===== config.mk =====
export PLATFORM = sky130hd
export DESIGN_NAME = tmr_vote_capture
export DESIGN_NICKNAME = d
export VERILOG_FILES = /design/src/rtl/tmr_vote_capture.sv
export SDC_FILE = /design/constraint.sdc
export NUM_CORES = 1
export LEC_CHECK = 0
export BUFFER_PORTS_ARGS = -buffer_cell sky130_fd_sc_hd__buf_2
export CAP_MARGIN = 15
export CORE_MARGIN = 2
export CORE_UTILIZATION = 40
export CTS_BUF_LIST = sky130_fd_sc_hd__clkbuf_8 sky130_fd_sc_hd__clkbuf_16
export DETAILED_ROUTE_END_ITERATION = 6
export GPL_ROUTABILITY_DRIVEN = 0
export PLACE_DENSITY = 0.61
export REMOVE_ABC_BUFFERS = 1
export SLEW_MARGIN = 0
export SYNTH_ARGS = -nofsm -noshare
export SYNTH_HDL_FRONTEND = slang
export SYNTH_SLANG_ARGS = --single-unit

===== constraint.sdc =====
create_clock -name clk -period 3.2 [get_ports clk]
set_input_delay 0.64 -clock clk [delete_from_list [all_inputs] [get_ports clk]]
set_output_delay 0.64 -clock clk [all_outputs]
set_load 0.01 [all_outputs]

===== src/rtl/tmr_vote_capture.sv =====
// rtl/tmr_vote_capture.sv - majority voter for triplicated cell outputs with registered
// valid/ready output stage and sticky per-lane disagreement tracking.
module tmr_vote_capture #(
  parameter int WIDTH = 2,
  parameter int CNT_W = 8
) (
  input  logic             clk,
  input  logic             rst,
  input  logic             in_valid,
  output logic             in_ready,
  input  logic [WIDTH-1:0] a_in,
  input  logic [WIDTH-1:0] b_in,
  input  logic [WIDTH-1:0] c_in,
  output logic             out_valid,
  input  logic             out_ready,
  output logic [WIDTH-1:0] voted,
  output logic             err_a,
  output logic             err_b,
  output logic             err_c,
  output logic             multi_fault,
  output logic [CNT_W-1:0] err_cnt,
  input  logic             clr_err
);

  localparam logic [CNT_W-1:0] CNT_MAX = {CNT_W{1'b1}};

  logic             valid_q, valid_d;
  logic [WIDTH-1:0] voted_q, voted_d;
  logic             err_a_q, err_a_d;
  logic             err_b_q, err_b_d;
  logic             err_c_q, err_c_d;
  logic             multi_q, multi_d;
  logic [CNT_W-1:0] cnt_q, cnt_d;

  logic             accept;
  logic [WIDTH-1:0] vote;
  logic             m_a, m_b, m_c, m_multi, m_any;

  assign in_ready = !valid_q || out_ready;
  assign accept   = in_valid && in_ready;

  assign vote    = (a_in & b_in) | (b_in & c_in) | (a_in & c_in);
  assign m_a     = |(a_in ^ vote);
  assign m_b     = |(b_in ^ vote);
  assign m_c     = |(c_in ^ vote);
  assign m_multi = (m_a & m_b) | (m_b & m_c) | (m_a & m_c);
  assign m_any   = m_a | m_b | m_c;

  always_comb begin
    valid_d = valid_q;
    voted_d = voted_q;
    if (accept) begin
      valid_d = 1'b1;
      voted_d = vote;
    end else if (out_ready) begin
      valid_d = 1'b0;
    end

    // clr_err zeroes the base first so an accepted beat in the same cycle still lands
    err_a_d = clr_err ? 1'b0 : err_a_q;
    err_b_d = clr_err ? 1'b0 : err_b_q;
    err_c_d = clr_err ? 1'b0 : err_c_q;
    multi_d = clr_err ? 1'b0 : multi_q;
    cnt_d   = clr_err ? '0 : cnt_q;
    if (accept) begin
      err_a_d = err_a_d | m_a;
      err_b_d = err_b_d | m_b;
      err_c_d = err_c_d | m_c;
      multi_d = multi_d | m_multi;
      if (m_any && (cnt_d != CNT_MAX)) begin
        cnt_d = cnt_d + 1'b1;
      end
    end
  end

  always_ff @(posedge clk or posedge rst) begin
    if (rst) begin
      valid_q <= 1'b0;
      voted_q <= '0;
      err_a_q <= 1'b0;
      err_b_q <= 1'b0;
      err_c_q <= 1'b0;
      multi_q <= 1'b0;
      cnt_q   <= '0;
    end else begin
      valid_q <= valid_d;
      voted_q <= voted_d;
      err_a_q <= err_a_d;
      err_b_q <= err_b_d;
      err_c_q <= err_c_d;
      multi_q <= multi_d;
      cnt_q   <= cnt_d;
    end
  end

  assign out_valid   = valid_q;
  assign voted       = voted_q;
  assign err_a       = err_a_q;
  assign err_b       = err_b_q;
  assign err_c       = err_c_q;
  assign multi_fault = multi_q;
  assign err_cnt     = cnt_q;

endmodule


==> results.sh, run 1 <==
export IMPL_cp_arrival_ns=2.40
export IMPL_netlist_instances=107
export IMPL_post_cts_resized=0
export IMPL_tightest_slew_ns=0.6903
export IMPL_synth_seq_area_share_pct=38.51
export IMPL_dp_worst_setup_slack_ns=0.7250
export IMPL_antenna_found_initial=0
export IMPL_tns_ns=0
export IMPL_crit_fanout=14
export IMPL_min_period_over_period_pct=70.66
export IMPL_fmax_mhz=442.2
export IMPL_fin_worst_skew_ns=0.01211
export IMPL_dp_hpwl_microns=1451
export IMPL_die_area_sq_um=2848
export IMPL_async_flop_share_pct=100.0
export IMPL_postPlaceCellArea_sq_um=1101
export IMPL_synth_area_sq_um=974.7
export IMPL_ant_nets=0
export IMPL_diodes=0
export IMPL_rows=17
export IMPL_synth_top_area_cell="dfrtp_1"
export IMPL_netlist_area_leader_share_pct=38.51
export IMPL_ys_ff_latch=15
export IMPL_numCtsBuffers=3
export IMPL_final_cells=158
export IMPL_placed_cells=154
export IMPL_fin_nets=143
export IMPL_drc=0
export IMPL_grt_ovfl_total=0
export IMPL_outcome="finished clean"
export IMPL_viasPerCell=5.215
export IMPL_drive_gt1_share_pct=26.92
export IMPL_critPathLaunchType="input port"
export IMPL_setup_viol=0
export IMPL_clk_path_buf_depth=2
export IMPL_clock_sinks=15
export IMPL_grt_use_total_pct=15.79
export IMPL_root_buffer="clkbuf_8"
export IMPL_ir_drop_v=0.0002612
export IMPL_detail_route_wl_per_cell_microns=12.27
export IMPL_areaGrowthSynthToFinish_pct=17.97
export IMPL_period_needed_ns=2.261
export IMPL_syn_area_per_cell_sq_um=9.109
export IMPL_synth_warning_count=0
export IMPL_synth_ff_type="dfrtp_1"
export IMPL_htree_levels=1
export IMPL_synth_area_top_cells="dfrtp_1 39%, xor2_1 5.4%, nand2b_1 3.9%"
export IMPL_power_density_nw_per_um2=404.3
export IMPL_die_y_microns=53.37
export IMPL_worst_hold_path_type="in2async"
export IMPL_die_x_microns=53.37
export IMPL_cts_tree="done"
export IMPL_power_leakage_nw=0.5229
export IMPL_synth_distinct_cells=35
export IMPL_clk_latency_ns=0.25
export IMPL_grt_pass1_vias=770
export IMPL_drt_initial_drc_count=6
export IMPL_criticalPathCategory="in2reg"
export IMPL_ff2ff_setup_slack_ns=1.08
export IMPL_required_ns=3.34
export IMPL_cap_violations=0
export IMPL_grt_max_degree=16
export IMPL_grt_pass1_wl_microns=3298
export IMPL_rsz0062_at_grt="no"
export IMPL_synth_edf_count=0
export IMPL_cts_setup_buffers=0
export IMPL_core_area_sq_um=2255
export IMPL_stdcell_area_sq_um=1150
export IMPL_ctsHoldBuffers=0
export IMPL_hold_violations=0
export IMPL_end_kind="register"
export IMPL_start_util_pct=43.23
export IMPL_report_final_slew_viol_count=0
export IMPL_numPortBuffers=26
export IMPL_clkSlewWorstSetupHoldPaths_ns=0.07
export IMPL_max_slew_margin_rel_pct=53.78
export IMPL_routed_wl_microns=1938
export IMPL_setup_ws_ns=0.9388
export IMPL_ios=27
export IMPL_firstDrtPassIters=4
export IMPL_via_count=824
## cell families (layout without fill, tap and decap cells)
family | after synthesis | in the layout | synth area share, %
flip-flops | 15 | 15 | 38.51
buffers and inverters | 15 | 38 | 7.061
AO/OA/AOI/OAI | 25 | 25 | 17.97
AND/OR/NAND/NOR | 40 | 40 | 24.39
adder cells (fa/ha/maj) | 1 | 1 | 1.283
XOR/XNOR | 8 | 8 | 7.189
multiplexers | 3 | 3 | 3.594
## cells in the final DEF, fill, tap and decap left out, drive strengths merged, types with 3 or more instances in the layout
master  netlist  layout
dfrtp        15      15
buf           5      26
nor2b         3       3
o21ai         3       3
nand2b        6       6
nor2          4       4
xor2          6       6
nand2         7       7
a21oi         7       7
clkbuf        2       3
nand3         5       5
inv           8       8
nor3b         3       3
o31ai         4       4
o22ai         4       4
## metrics by stage
| stage | total power, mW | utilization, % | hold WS (ns) |
|---|---|---|---|
| 3_3_place_gp | 0.3141 | 48.83 | 0.4571 |
| 2_1_floorplan | 0.2736 | - | 0.5168 |
| 6_report | 0.4649 | 51.00 | 0.4328 |
| 4_1_cts | 0.4727 | 51.00 | 0.4536 |
| 3_5_place_dp | 0.3165 | 48.83 | 0.4670 |
| 5_1_grt | 0.4984 | 51.00 | 0.4800 |
## routing by layer
layer	global-route usage [%]	wire length, microns
met1	20.87	963
met2	25.31	889
met3	3.390	78
met4	5.128	8
met5	0	0
## layout make-up
cell class	instances	area, sq um
fill	242	1105
multi-input combinational	77	530.5
sequential	15	375.4
timing repair buffer	26	130.1
clock buffer	3	41.29
tap	28	35.03
inverter	8	30.03
clock inverter	1	7.507
## cells in the mapped netlist, types with 2 or more instances
cell type  count
xnor2_1        2
nor4_1         2
nand3_1        5
o21ai_0        3
a21oi_1        7
nand4_1        2
o31ai_1        4
buf_2          4
o22ai_1        4
nor2b_1        3
or4_1          2
xor2_1         6
inv_1          8
a21o_1         2
nor3b_1        3
mux2i_1        2
nand2b_1       6
nand2_1        7
clkbuf_1       2
a221oi_1       2
dfrtp_1       15
nor2_1         3
## registers in the layout, summed over array words and instances, names as in the netlist
signal	cells
err_cnt	8
multi_fault	1
err_c	1
out_valid	1
voted	2
err_b	1
err_a	1
## final timing paths
path | from | to | depth (start not counted)
setup / recovery | clr_err | err_cnt[1] | 7
hold / removal | rst | err_cnt[7] | 2
setup reg to reg | err_cnt[0] | err_cnt[1] | 6
hold reg to reg | voted[0] | voted[0] | 2
max in group asynchronous | rst | out_valid | 2
min in group clk | voted[0] | voted[0] | 2
## where the power goes
group          internal (mW)  switching (mW)  total [mW]
clock network         0.0873          0.0657       0.153
registers              0.205          0.0100       0.215
logic                 0.0409          0.0562      0.0971
## worst max-delay path, stage by stage
cell and delay, ns:
buf_2 0.17, nor2b_1 0.20, ha_1 0.22, nand4b_1 0.13, o211ai_1 0.61, nor2_2 0.11
mux2_4 0.32
No activity file was read; power rests on OpenSTA's default activity.
==> inputs of run 2 (changes only) <==
- ABC_AREA: unset -> 1
- clock period: 3.2 -> 2.15 ns (I/O delays scaled with it)
==> run 2 against run 1 <==
Die area is 1.9% higher. Synthesized cell count is 32% higher. Count of clock-buffer cells in the layout stayed put. Global-route usage is 0.27 points lower. Register-to-register slack worse by 0.57 ns. Critical endpoint is now err_cnt[3]. Highest routed layer unchanged.
==> results.sh, run 2 <==
export IMPL_synth_area_sq_um=994.7
export IMPL_cap_violations=0
export IMPL_drc=0
export IMPL_ios=27
export IMPL_via_count=950
export IMPL_htree_levels=1
export IMPL_grt_use_total_pct=15.52
export IMPL_async_flop_share_pct=100.0
export IMPL_ys_ff_latch=15
export IMPL_mostFrequentLayoutCells="37 x nand2_1, 26 x buf_2, 22 x inv_1, 19 x nand3_1, 15 x dfrtp_1"
export IMPL_fmax_mhz=608.2
export IMPL_core_area_sq_um=2410
export IMPL_synth_warning_count=0
export IMPL_dp_worst_setup_slack_ns=0.3008
export IMPL_critPathLaunchType="register"
export IMPL_worst_hold_path_type="in2async"
export IMPL_required_ns=2.30
export IMPL_rsz0062_at_grt="no"
export IMPL_cts_setup_buffers=0
export IMPL_netlist_area_leader_share_pct=37.74
export IMPL_detail_route_wl_per_cell_microns=10.00
export IMPL_postPlaceCellArea_sq_um=1162
export IMPL_numPortBuffers=26
export IMPL_outcome="finished clean"
export IMPL_slowest_delay_ns=0.36
export IMPL_tns_ns=0
export IMPL_ir_drop_v=0.0002838
export IMPL_grt_pass1_vias=829
export IMPL_grt_max_degree=16
export IMPL_synth_most_common_cell="nand2_1"
export IMPL_power_density_nw_per_um2=578.4
export IMPL_synth_distinct_cells=20
export IMPL_dp_hpwl_microns=1606
export IMPL_drt_initial_drc_count=18
export IMPL_fill_cells=246
export IMPL_report_final_slew_viol_count=0
export IMPL_stdcell_area_sq_um=1207
export IMPL_power_leakage_nw=0.6709
export IMPL_max_slew_margin_rel_pct=61.93
export IMPL_fin_worst_skew_ns=0.008258
export IMPL_antenna_found_initial=0
export IMPL_syn_area_per_cell_sq_um=7.055
export IMPL_viasPerCell=4.726
export IMPL_setup_viol=0
export IMPL_synth_ff_type="dfrtp_1"
export IMPL_setup_ws_ns=0.5057
export IMPL_ys_top_cells_by_count="37 x nand2_1, 21 x inv_1, 19 x nand3_1"
export IMPL_synth_area_top_cells="dfrtp_1 38%, nand2_1 14%, nand3_1 9.6%"
export IMPL_start_util_pct=41.28
export IMPL_crit_chain="inv_1 -> nor2_1 -> ha_1 -> nand2_1 -> nor2_2 -> nand3_2 -> nand2_1 -> clkinv_1 -> nand2_2 -> xor2_1 -> inv_1"
export IMPL_clock_sinks=15
export IMPL_die_y_microns=53.87
export IMPL_power_total_mw=0.6984
export IMPL_netlist_instances=141
export IMPL_grt_ovfl_total=0
export IMPL_slowest_stage="dfrtp_1"
export IMPL_crit_fanout=3
export IMPL_numCtsBuffers=3
export IMPL_die_x_microns=53.87
export IMPL_ctsHoldBuffers=0
export IMPL_die_area_sq_um=2901
export IMPL_end_kind="register"
export IMPL_hold_violations=0
export IMPL_final_common_cell="nand2_1"
export IMPL_largest_register_ff_count=8
export IMPL_fin_nets=184
export IMPL_cp_arrival_ns=1.80
export IMPL_areaGrowthSynthToFinish_pct=21.38
export IMPL_rows=18
export IMPL_post_cts_resized=0
export IMPL_diodes=0
export IMPL_drive_gt1_share_pct=28.07
export IMPL_tightest_slew_ns=0.5704
export IMPL_routed_wl_microns=2010
export IMPL_min_period_over_period_pct=76.48
export IMPL_grt_pass1_wl_microns=3312
export IMPL_ant_nets=0
export IMPL_synth_seq_area_share_pct=37.74
export IMPL_synth_edf_count=0
export IMPL_clkSlewWorstSetupHoldPaths_ns=0.07
export IMPL_clk_latency_ns=0.26
export IMPL_synth_top_area_cell="dfrtp_1"
export IMPL_cts_tree="done"
export IMPL_period_needed_ns=1.644
export IMPL_root_buffer="clkbuf_8"
export IMPL_criticalPathCategory="reg2reg"
export IMPL_firstDrtPassIters=4
export IMPL_clk_path_buf_depth=2
export IMPL_whs_ns=0.2142
-- run 2: cell types whose count changed after synthesis, sizes merged, moves of 3 or more --
cell,before,now
nor2b,3,0
nand2b,6,0
o31ai,4,0
o22ai,4,0
inv,8,26
xor2,6,3
nor3b,3,0
nand3,5,21
nand2,7,43
a21oi,7,0
o21ai,3,7
nor2,4,17
buf,5,0
-- run 2: per-layer routing --
layer / track usage (%) / vias to the layer above / share of wire [%] / routed length [microns]
met2: 27.85 / 24 / 48 / 970
met3: 2.778 / 3 / 4.4 / 89
met4: 5.128 / 0 / 1.3 / 27
met5: 0 / - / 0 / 0
met1: 18.43 / 424 / 46 / 923
li1: - / 499 / - / -
-- run 2: final cells by class --
class                   count  area, sq um  area share [%]
flip-flops and latches     15        375.4           31.09
clock buffers               3        41.29           3.420
clock inverters             1        3.754          0.3109
repair buffers             26        130.1           10.78
inverters                  28        110.1           9.119
well taps                  30        37.54           3.109
multi-input cells          98        509.2           42.18
-- run 2: final timing paths --
kind | start | end | slack, ns | cells after the start
hold reg to reg | multi_fault | multi_fault | 0.48 | 2
setup reg to reg | err_cnt[0] | err_cnt[3] | 0.51 | 11
setup / recovery | err_cnt[0] | err_cnt[3] | 0.51 | 11
max in group asynchronous | rst | voted[0] | 1.55 | 2
hold / removal | rst | voted[1] | 0.21 | 2
min in group clk | out_ready | out_valid | 0.46 | 4
-- run 2: cells by family after synthesis --
logic type      count (synthesis)  synth area share [%]
xor+xnor                        3                 2.642
simple gates                   85                 42.52
compound gates                  9                 4.779
flops                          15                 37.74
fa+ha+maj                       1                 1.258
buf+inv                        28                 11.07
-- run 2: critical path: cells and delay by family (launching register included) --
family,cells,cell delay [ns]
buf+inv,3,0.18
fa+ha+maj,1,0.19
flops,1,0.36
simple gates,6,0.68
xor+xnor,1,0.14
-- run 2: power by group --
group	internal [mW]	total (mW)	switching, mW
combinational	0.0535	0.149	0.0952
clock	0.127	0.233	0.106
sequential	0.305	0.317	0.0121
-- run 2: through the flow --
| stage | util [%] | instances |
|---|---|---|
| finish | 50.10 | 201 |
| detailed placement | 48.23 | 197 |
| global placement | 48.23 | 197 |
| floorplan | - | 141 |
| CTS | 50.10 | 201 |
| global route | 50.10 | 201 |
==> inputs of run 3 (changes only) <==
- PLACE_DENSITY: 0.61 -> 0.63
- clock period: 2.15 -> 1.4 ns (I/O delays scaled with it)
==> run 3 against run 2 <==
The run now ends with setup timing left. Combinational power rose by 91%. Worst setup slack got worse by 0.58 ns. Non-clock buffer count rose by 16. Sequential power rose by 53%. Sequential share of layout area fell by 3.3 points. Utilization rose by 6.0 points. Cell count rose by 8.0%.
==> results.sh, run 3 (same netlist as run 2, synthesis figures left out) <==
export IMPL_ff2ff_setup_slack_ns=-0.07
export IMPL_ant_nets=0
export IMPL_grt_pass1_wl_microns=3608
export IMPL_outcome="finished with violations"
export IMPL_mostFrequentLayoutCells="35 x nand2_1, 26 x buf_2, 22 x inv_1, 19 x nand3_1, 16 x buf_4"
export IMPL_largest_register_ff_count=8
export IMPL_criticalPathCategory="reg2reg"
export IMPL_die_area_sq_um=2901
export IMPL_final_common_cell="nand2_1"
export IMPL_setup_viol=7
export IMPL_max_slew_margin_rel_pct=81.55
export IMPL_firstDrtPassIters=3
export IMPL_ios=27
export IMPL_fin_nets=200
export IMPL_detail_route_wl_per_cell_microns=9.945
export IMPL_htree_levels=1
export IMPL_areaGrowthSynthToFinish_pct=35.98
export IMPL_ff2ff_path_depth=11
export IMPL_grt_pass1_vias=898
export IMPL_crit_fanout=3
export IMPL_tightest_slew_ns=0.2758
export IMPL_end_kind="register"
export IMPL_slowest_stage="dfrtp_1"
export IMPL_fmax_mhz=678.2
export IMPL_required_ns=1.55
export IMPL_grt_ovfl_total=0
export IMPL_crit_chain="inv_1 -> nor2_2 -> ha_2 -> nand2_2 -> nor2_4 -> nand3_2 -> nand2_2 -> clkinv_2 -> nand2_2 -> xor2_1 -> inv_1"
export IMPL_numCtsBuffers=3
export IMPL_path_common_cell="nand2_2"
export IMPL_startpoint="err_cnt[1]"
export IMPL_clock_sinks=15
export IMPL_fin_worst_skew_ns=0.001582
export IMPL_final_cells=217
export IMPL_grt_use_total_pct=17.25
export IMPL_final_util_pct=56.13
export IMPL_hold_violations=0
export IMPL_period_needed_ns=1.474
export IMPL_power_total_mw=1.125
export IMPL_cp_arrival_ns=1.62
export IMPL_power_leakage_nw=0.7517
export IMPL_drt_initial_drc_count=5
export IMPL_cts_tree="done"
export IMPL_cap_violations=0
export IMPL_slowest_delay_ns=0.34
export IMPL_rows=18
export IMPL_placed_cells=209
export IMPL_root_buffer="clkbuf_8"
export IMPL_die_x_microns=53.87
export IMPL_routed_wl_microns=2158
export IMPL_drc=0
export IMPL_worst_hold_path_type="in2async"
export IMPL_clk_latency_ns=0.25
export IMPL_rsz0062_at_grt="yes"
export IMPL_grt_max_degree=16
export IMPL_clkSlewWorstSetupHoldPaths_ns=0.06
export IMPL_r2r_start="err_cnt[1]"
export IMPL_report_final_slew_viol_count=0
export IMPL_violations="setup timing"
export IMPL_power_density_nw_per_um2=831.9
export IMPL_dp_hpwl_microns=1727
export IMPL_core_area_sq_um=2410
export IMPL_via_count=1004
export IMPL_drive_gt1_share_pct=38.50
export IMPL_clk_path_buf_depth=2
export IMPL_viasPerCell=4.627
export IMPL_critPathLaunchType="register"
export IMPL_die_y_microns=53.87
export IMPL_numPortBuffers=26
export IMPL_antenna_found_initial=0
export IMPL_ir_drop_v=0.0004713
export IMPL_diodes=0
export IMPL_min_period_over_period_pct=105.3
export IMPL_start_util_pct=41.28
export IMPL_setup_ws_ns=-0.07442
==> run 3: layout make-up <==
class,count,area (sq um)
fillers,220,1057
multi-input cells,98,533.0
flip-flops and latches,15,375.4
repair buffers,42,250.2
inverters,28,111.4
clock buffers,3,41.29
well taps,30,37.54
clock inverters,1,3.754
==> run 3: worst paths after layout <==
check	to
max in group asynchronous	err_a
setup / recovery	err_cnt[3]
hold / removal	voted[0]
setup reg to reg	err_cnt[3]
hold reg to reg	multi_fault
min in group clk	out_valid
==> run 3: power breakdown <==
part	total [mW]	internal [mW]	switching (mW)
combinational	0.285	0.124	0.161
sequential	0.485	0.468	0.0169
clock	0.355	0.195	0.161
total	1.13	0.787	0.338
==> run 3: repair_timing <==
action,in CTS,in global routing
setup buffers,2,2
gates resized for setup,9,0
setup endpoints to repair,6,8
pin swaps,12,8
hold buffers,0,0
==> run 3: metal layers <==
layer / vias to the layer above / GRT usage (%) / part of all wire (%)
li1: 531 / - / -
met1: 450 / 20.45 / 45
met2: 18 / 30.49 / 49
met3: 5 / 3.333 / 3.6
met4: 0 / 6.410 / 1.9
met5: - / 0 / 0
==> run 3: through the flow <==
step | TNS [ns] | hold slack [ns] | instance area, sq um | worst slack (ns)
after floorplan | -0.4692 | 0.1815 | 994.7 | -0.1499
after global placement | -0.4875 | 0.2949 | 1252 | -0.1430
after detailed placement | -0.8521 | 0.3048 | 1252 | -0.1982
after CTS | -0.2371 | 0.03770 | 1338 | -0.06521
after global routing | -1.106 | 0.06200 | 1353 | -0.1959
final | -0.2528 | 0.02276 | 1353 | -0.07442
==> run 3: critical path, delay by kind of cell, from the launching register on <==
| family | cells | cell delay, ns |
|---|---|---|
| buffers and inverters | 3 | 0.15 |
| DFF | 1 | 0.34 |
| adders and majority gates | 1 | 0.19 |
| xor gates and xnor gates | 1 | 0.13 |
| and+or+nand+nor | 6 | 0.55 |
